==> src/rtl/road_renderer.sv <==
// road_renderer: pixel generator for the racing game, fed by the VGA timing
// generator. Classifies each pixel as car / obstacle / lane mark / road / grass
// and registers the colour with one cycle of latency. The game state (scroll,
// car position, falling obstacle, collision) advances once per frame on the
// falling edge of VS.
// Optional feature: define ROAD_SCORE_EN to add a 16-bit score output that
// counts obstacles dodged.
module road_renderer #(
    parameter logic [9:0] ROAD_LEFT   = 10'd200,
    parameter logic [9:0] ROAD_RIGHT  = 10'd440,
    parameter logic [9:0] CAR_Y       = 10'd400,
    parameter logic [9:0] CAR_W       = 10'd32,
    parameter logic [9:0] CAR_H       = 10'd48,
    parameter logic [9:0] OBS_W       = 10'd32,
    parameter logic [9:0] OBS_H       = 10'd48,
    parameter logic [9:0] LANE_PERIOD = 10'd64,
    parameter logic [9:0] LANE_DASH   = 10'd32,
    parameter logic [9:0] STEP        = 10'd4
) (
    input  logic       vga_clk,
    input  logic       reset,
    input  logic       blank_n,
    input  logic       HS,
    input  logic       VS,
    input  logic [9:0] x,
    input  logic [8:0] y,
    input  logic       btn_left,
    input  logic       btn_right,
    input  logic [2:0] speed,
    input  logic       restart,
    output logic [7:0] R,
    output logic [7:0] G,
    output logic [7:0] B,
    output logic       blank_n_o,
    output logic       HS_o,
    output logic       VS_o,
    output logic       collision
`ifdef ROAD_SCORE_EN
    ,
    output logic [15:0] score
`endif
);

    localparam logic [9:0]  SCREEN_H  = 10'd480;
    localparam logic [9:0]  CAR_X0    = ((ROAD_LEFT + ROAD_RIGHT) >> 1) - (CAR_W >> 1);
    localparam logic [9:0]  CAR_X_MAX = ROAD_RIGHT - CAR_W;
    localparam logic [9:0]  OBS_X0    = 10'd240 - (OBS_W >> 1);
    localparam logic [9:0]  OBS_X1    = 10'd320 - (OBS_W >> 1);
    localparam logic [9:0]  OBS_X2    = 10'd400 - (OBS_W >> 1);
    localparam logic [9:0]  MARK0_L   = 10'd278;
    localparam logic [9:0]  MARK1_L   = 10'd358;
    localparam logic [9:0]  MARK_W    = 10'd4;
    localparam logic [23:0] COL_CAR   = 24'hFF0000;
    localparam logic [23:0] COL_OBS   = 24'hFFFF00;
    localparam logic [23:0] COL_MARK  = 24'hFFFFFF;
    localparam logic [23:0] COL_ROAD  = 24'h404040;
    localparam logic [23:0] COL_GRASS = 24'h00A000;

    logic [9:0]  scroll;
    logic [9:0]  car_x;
    logic [9:0]  obs_y;
    logic [1:0]  obs_lane;
    logic [7:0]  lfsr;
    logic        vs_d;

    logic        frame_tick;
    logic [7:0]  lfsr_nxt;
    logic [9:0]  obs_sum;
    logic        obs_wrap;
    logic [9:0]  obs_x;
    logic [9:0]  y10;
    logic [9:0]  lane_row;
    logic        in_car_p0;
    logic        in_obs_p0;
    logic        in_mark_p0;
    logic        in_road_p0;
    logic        hit_p0;
    logic [23:0] rgb_p0;

    assign frame_tick = vs_d & ~VS;
    assign lfsr_nxt   = {lfsr[6:0], lfsr[7] ^ lfsr[5] ^ lfsr[4] ^ lfsr[3]};
    assign obs_sum    = obs_y + {7'b0, speed};
    assign obs_wrap   = (obs_sum >= SCREEN_H);
    assign y10        = {1'b0, y};
    assign lane_row   = (y10 + scroll) & (LANE_PERIOD - 10'd1);
    assign VS_o       = vs_d;

    // Obstacle left edge for the current lane (lane 3 never occurs).
    always_comb begin
        case (obs_lane)
            2'd0:    obs_x = OBS_X0;
            2'd2:    obs_x = OBS_X2;
            default: obs_x = OBS_X1;
        endcase
    end

    // ---- stage p0: classify the current pixel and pick its colour ----
    always_comb begin
        in_car_p0  = (x >= car_x) && ({1'b0, x} < ({1'b0, car_x} + {1'b0, CAR_W})) &&
                     (y10 >= CAR_Y) && ({1'b0, y10} < ({1'b0, CAR_Y} + {1'b0, CAR_H}));
        in_obs_p0  = (x >= obs_x) && ({1'b0, x} < ({1'b0, obs_x} + {1'b0, OBS_W})) &&
                     (y10 >= obs_y) && ({1'b0, y10} < ({1'b0, obs_y} + {1'b0, OBS_H}));
        in_mark_p0 = (((x >= MARK0_L) && (x < MARK0_L + MARK_W)) ||
                      ((x >= MARK1_L) && (x < MARK1_L + MARK_W))) &&
                     (lane_row < LANE_DASH);
        in_road_p0 = (x >= ROAD_LEFT) && (x < ROAD_RIGHT);
        hit_p0     = blank_n & in_car_p0 & in_obs_p0;

        rgb_p0 = COL_GRASS;
        if (in_car_p0)       rgb_p0 = COL_CAR;
        else if (in_obs_p0)  rgb_p0 = COL_OBS;
        else if (in_mark_p0) rgb_p0 = COL_MARK;
        else if (in_road_p0) rgb_p0 = COL_ROAD;
        if (!blank_n)        rgb_p0 = 24'h0;
    end

    // ---- stage p1: register colour and delay syncs to stay aligned ----
    always_ff @(posedge vga_clk or negedge reset) begin
        if (!reset) begin
            R         <= 8'h0;
            G         <= 8'h0;
            B         <= 8'h0;
            blank_n_o <= 1'b0;
            HS_o      <= 1'b1;
            vs_d      <= 1'b1;
        end else begin
            {R, G, B} <= rgb_p0;
            blank_n_o <= blank_n;
            HS_o      <= HS;
            vs_d      <= VS;
        end
    end

    // Game state: per-frame update, sticky collision, restart re-init (LFSR kept).
    always_ff @(posedge vga_clk or negedge reset) begin
        if (!reset) begin
            collision <= 1'b0;
            scroll    <= 10'd0;
            car_x     <= CAR_X0;
            obs_y     <= 10'd0;
            obs_lane  <= 2'd1;
            lfsr      <= 8'hA5;
        end else if (restart) begin
            collision <= 1'b0;
            scroll    <= 10'd0;
            car_x     <= CAR_X0;
            obs_y     <= 10'd0;
            obs_lane  <= 2'd1;
        end else begin
            if (hit_p0)
                collision <= 1'b1;
            if (frame_tick && !collision) begin
                scroll <= (scroll + {7'b0, speed}) & (LANE_PERIOD - 10'd1);
                if (btn_left && !btn_right) begin
                    if (car_x < ROAD_LEFT + STEP) car_x <= ROAD_LEFT;
                    else                          car_x <= car_x - STEP;
                end else if (btn_right && !btn_left) begin
                    if (car_x + STEP > CAR_X_MAX) car_x <= CAR_X_MAX;
                    else                          car_x <= car_x + STEP;
                end
                if (obs_wrap) begin
                    obs_y    <= 10'd0;
                    lfsr     <= lfsr_nxt;
                    obs_lane <= (lfsr_nxt[1:0] == 2'd3) ? 2'd1 : lfsr_nxt[1:0];
                end else begin
                    obs_y <= obs_sum;
                end
            end
        end
    end

`ifdef ROAD_SCORE_EN
    // Score counts obstacles that wrapped off the bottom while still alive.
    always_ff @(posedge vga_clk or negedge reset) begin
        if (!reset)
            score <= 16'h0;
        else if (restart)
            score <= 16'h0;
        else if (frame_tick && !collision && obs_wrap)
            score <= score + 16'h1;
    end
`endif

endmodule

==> config.mk <==
export PLATFORM = sky130hd
export DESIGN_NAME = road_renderer
export DESIGN_NICKNAME = d
export VERILOG_FILES = /design/src/rtl/road_renderer.sv
export SDC_FILE = /design/constraint.sdc
export NUM_CORES = 1
export LEC_CHECK = 0
export BUFFER_PORTS_ARGS = -buffer_cell sky130_fd_sc_hd__buf_2
export CORE_UTILIZATION = 40
export DETAILED_ROUTE_END_ITERATION = 10
export SLEW_MARGIN = 30
export SYNTH_ARGS = -nofsm -noshare
export SYNTH_HDL_FRONTEND = slang
export SYNTH_SLANG_ARGS = --single-unit
==> constraint.sdc <==
create_clock -name vga_clk -period 6 [get_ports vga_clk]
set_input_delay 1.2 -clock vga_clk [delete_from_list [all_inputs] [get_ports vga_clk]]
set_output_delay 1.2 -clock vga_clk [all_outputs]
set_load 0.05 [all_outputs]
[Word level (Yosys, flattened, before mapping)]
Cells that the tools add are included.
Operators by class
  $add $sub $neg: 8
  multiply operators: 0
  divide/modulo/power cells: 0
  magnitude comparators: 18
  equality and inequality tests: 2
  shift-type cells: 0
  mux-type cells: 23
  bitwise operators: 8
  reduce and logical (&&, ||, !) cells: 25
Operators by type and width (number)
  $mux 24: 4
  $mux 10: 9
  $add 10x6->11 const B: 3
  $ge 10x9->1 const B: 3
  $lt 10x9->1 const B: 3
  $mux 23: 1
  $lt 10x11->1: 2
  $ge 10x10->1: 2
  $pmux 9 s2: 1
  $logic_and 1x1->1: 13
  $mux 6: 2
  $lt 9x11->1: 1
  $add 10x3->10: 1
  $add 10x3->10 const B: 1
  $ge 10x8->1 const B: 1
  $ge 9x10->1: 1
  $gt 10x9->1 const B: 1
  $lt 10x8->1 const B: 1
  $sub 10x3->10 const B: 1
  $ge 9x9->1 const B: 1
  $lt 9x9->1 const B: 1
  $mux 2: 4
  $add 6x3->6: 1
  $add 6x6->6: 1
  other kinds (13): 25
Storage, ports and cells
  bits in registers: 64
  latch bits: 0
  bits in writable memories: 0
  memory bits (read-only): 0
  input bits: 30
  logic and storage cells: 96
  memories: 0

[Depth between registers and ports, before layout]
  depth in word-level cells: 10
  gate-level depth with buffers: 13

[Worst setup path after synthesis]
OpenSTA, ideal clock, no wires.
  path type: input to register
  start point: input speed[0]
  end point: register lfsr[1]
  arrival: 3.256 ns
  data required time: 5.875 ns
  setup slack: 2.619 ns
  stages: 9
  path buffers: 1
  cell sequence: ha_1 -> fa_1 -> a21oi_1 -> or4_1 -> a221o_1 -> o21ai_4 -> and2_4 -> buf_8 -> mux2_4
On the way
  cells in the longest elaborated chain, start to end: 3
Ends and longest elaborated chain
  start, declared: line 29  | input logic [2:0] speed,
  $add 10x3->10: line 82  | assign obs_sum = obs_y + {7'b0, speed};
  $ge 10x9->1: line 83  | assign obs_wrap = (obs_sum >= SCREEN_H);
  $reduce_and 3->1 (no line)
  end signal, assigned: line 163  | lfsr <= lfsr_nxt;
  end, declared: line 63  | logic [7:0] lfsr;
No other way between the ends.
A chain may end at the register's enable or synchronous reset.

[Worst setup path after layout]
  start point: input speed[0]
  end point: register lfsr[6]
The elaborated chain is that of the path after synthesis.

==> impl_metrics.toml <==
[clock_tree]
holdBufCountCts = 0
clock_sinks = 45
worst_skew_pair.late_latency_ns = 0.31
cts-root-buf = "clkbuf_8"
clk_pin_slew_ns = 0.09
htree_levels = 2
cts_setup_buffers = 0
cts_resized = 0
cts_buffers = 5
cts_tree = "done"
clockBufferDepth = 2

[global_route]
grt_pass1_wl_um = 15300
antenna_found_initial = 0
grt_max_degree = 46
grt_pass1_vias = 3164
track_usage = 0.192
grt.overflow.total = 0

[timing]
setup_viol = 0
rsz0062_at_grt = "no"
fin_skew_ns = 0.0137
finalHoldViolCount = 0
fmax_mhz = 302
slew_headroom = 0.430
final_max_slew_viol_count = 0
tightest_slew_ns = 0.855
period_share = 0.552
fin_setup_tns_ns = 0
min_period_ns = 3.31

[pwr]
power.switching_mw = 0.256
p_total_mw = 0.730
power.share.clock = 0.261
pwr-share-comb = 0.280
leakage_nw = 1.96
seqPwrFrac = 0.459
ir_worst_vdd_uv = 81.0
p_int_mw = 0.474
power.density_nw_per_um2 = 173
swShare = 0.351

[synth]
ys_seq_area_frac = 0.294
synth.most_common_cell = "ha_1"
synth_edf_count = 0
synth_top_area_frac = 0.226
yosysTopAreaCell = "dfrtp_1"
yosysUniqueCellTypes = 67
syn_inst = 431
async_flop_share = 1.00
synthesis.nets = 517
yosys-top-cells-count = "54 x ha_1, 35 x dfrtp_1, 34 x a21oi_1"
ys_ff_latch = 45
yosys_warnings = 0
ys_top_cells_by_area = "dfrtp_1 23%, ha_1 17%, dfstp_2 6.8%, a21oi_1 4.4%, xnor2_1 3.8%"
synthFlopType = "dfrtp_1"
syn_avg_cell_area_um2 = 8.97
syn_area_um2 = 3870

[floorplanning]
die_w_um = 100
ios = 58
die_area_um2 = 10100
rows = 35
start_util = 0.417
core_um2 = 9280
die_h_um = 100

[detailed_routing]
ant_nets = 0
drt-total-wl_um = 8970
avgRoutedWirePerCell_um = 15.1
drc_errors = 0
drt_first_pass_iters = 4
vias = 3271
drt-vias-per-instance = 5.51
drt-initial-drc-count = 179

[setup_path]
worstPathMaxFanout = 10
startpoint_type = "primary input"
arrival_ns = 3.49
ff2ff_path_depth = 11
criticalPathCategory = "primary input to register"
worstSetupEndpointType = "register"
required_ns = 6.18

[final_layout]
n_antenna_cell = 0
layout-drive-gt1-share = 0.196
areaGrowthSynthToFinish_pct = 8.83
final_nets = 550

[placement]
port-buffer-count = 57
hpwl_um = 7070
gp_congestion = 0.957

[job]
drv_cap = 0

[hold_path]
holdCritPathClass = "register to register"
min_path_cells = 1

[outcome]
status = "complete, no violations"
==> layer usage <==
layer | part of all wire | global-route usage
met5 | 0 | 0
met4 | 0.017 | 0.0557
met3 | 0.057 | 0.0362
met2 | 0.46 | 0.319
met1 | 0.47 | 0.254
==> critical path, stage by stage <==
cell	delay, ns
buf_2	0.09
ha_1	0.21
fa_1	0.24
a21oi_1	0.11
or4_1	0.42
a221o_1	0.40
o21ai_4	0.23
and2_4	0.28
mux2_4	0.31
==> sequential cells by signal, indices dropped and copies added, names as in the netlist <==
name / cells
HS_o: 1
obs_lane: 2
VS_o: 1
B: 2
blank_n_o: 1
collision: 1
obs_y: 10
lfsr: 8
car_x: 8
G: 3
R: 2
scroll: 6
==> metrics by stage <==
| step | worst slack, ns | utilization | hold WS (ns) | std cells | cell area, um^2 |
|---|---|---|---|---|---|
| floorplan | 2.62 | - | 0.481 | 431 | 3870 |
| global placement | 2.45 | 0.444 | 0.499 | 586 | 4120 |
| detailed placement | 2.39 | 0.444 | 0.502 | 586 | 4120 |
| CTS | 2.69 | 0.453 | 0.531 | 594 | 4210 |
| global route | 2.56 | 0.453 | 0.548 | 594 | 4210 |
| finish | 2.69 | 0.453 | 0.532 | 594 | 4210 |
==> logic make-up after synthesis <==
logic type	after synthesis	share of synthesized area
compound gates	120	0.208
simple gates	118	0.155
buf+inv	62	0.0812
fa+ha+maj	56	0.185
flops	45	0.294
xor+xnor	21	0.0476
mux	7	0.0272
other cells	2	0.00194
==> cell usage in the layout (no fill, tap or decap), types with 3 or more instances in the layout <==
cell and instances:
inv_1 30, a211oi_1 3, dfstp_2 10, nor2_1 26
or4_1 3, ha_1 54, nand3_1 8, a31oi_1 11
xor2_1 4, buf_2 56, nand4_1 4, o211ai_1 4
dfrtp_1 35, nor2b_1 4, xnor2_1 17, clkbuf_8 5
o21ai_1 3, o21ai_0 20, and3_1 3, or3_1 9
mux2_4 7, a21o_1 7, nor3_1 15, nand2_1 26
a21oi_1 34, nand2b_1 5, a22o_1 3, nor4_1 4
==> power by group through the flow <==
stage / Sequential [mW] / Combinational, mW / Clock, mW
3_5_place_dp: 0.341 / 0.204 / 0
6_report: 0.335 / 0.204 / 0.190
5_1_grt: 0.338 / 0.231 / 0.211
2_1_floorplan: 0.347 / 0.137 / 0
3_3_place_gp: 0.341 / 0.200 / 0
4_1_cts: 0.335 / 0.206 / 0.197
==> final cells by class <==
cell class / count / area (um^2)
inverters: 30 / 113
flip-flops and latches: 45 / 1140
repair buffers: 58 / 295
well taps: 129 / 161
clock buffers: 5 / 68.8
multi-input cells: 324 / 2410
fillers: 938 / 5070
clock inverters: 3 / 17.5
==> path summary, 6_finish.rpt <==
check | endpoint | slack (ns) | from
min in group asynchronous | obs_y[3] | 0.89 | reset
worst max-delay path | lfsr[6] | 2.69 | speed[0]
worst max register to register | collision | 3.11 | obs_y[5]
worst min-delay path | lfsr[1] | 0.53 | lfsr[1]
worst min register to register | lfsr[1] | 0.53 | lfsr[1]
max in group asynchronous | car_x[6] | 4.71 | reset
No activity file was read; power rests on OpenSTA's default activity.
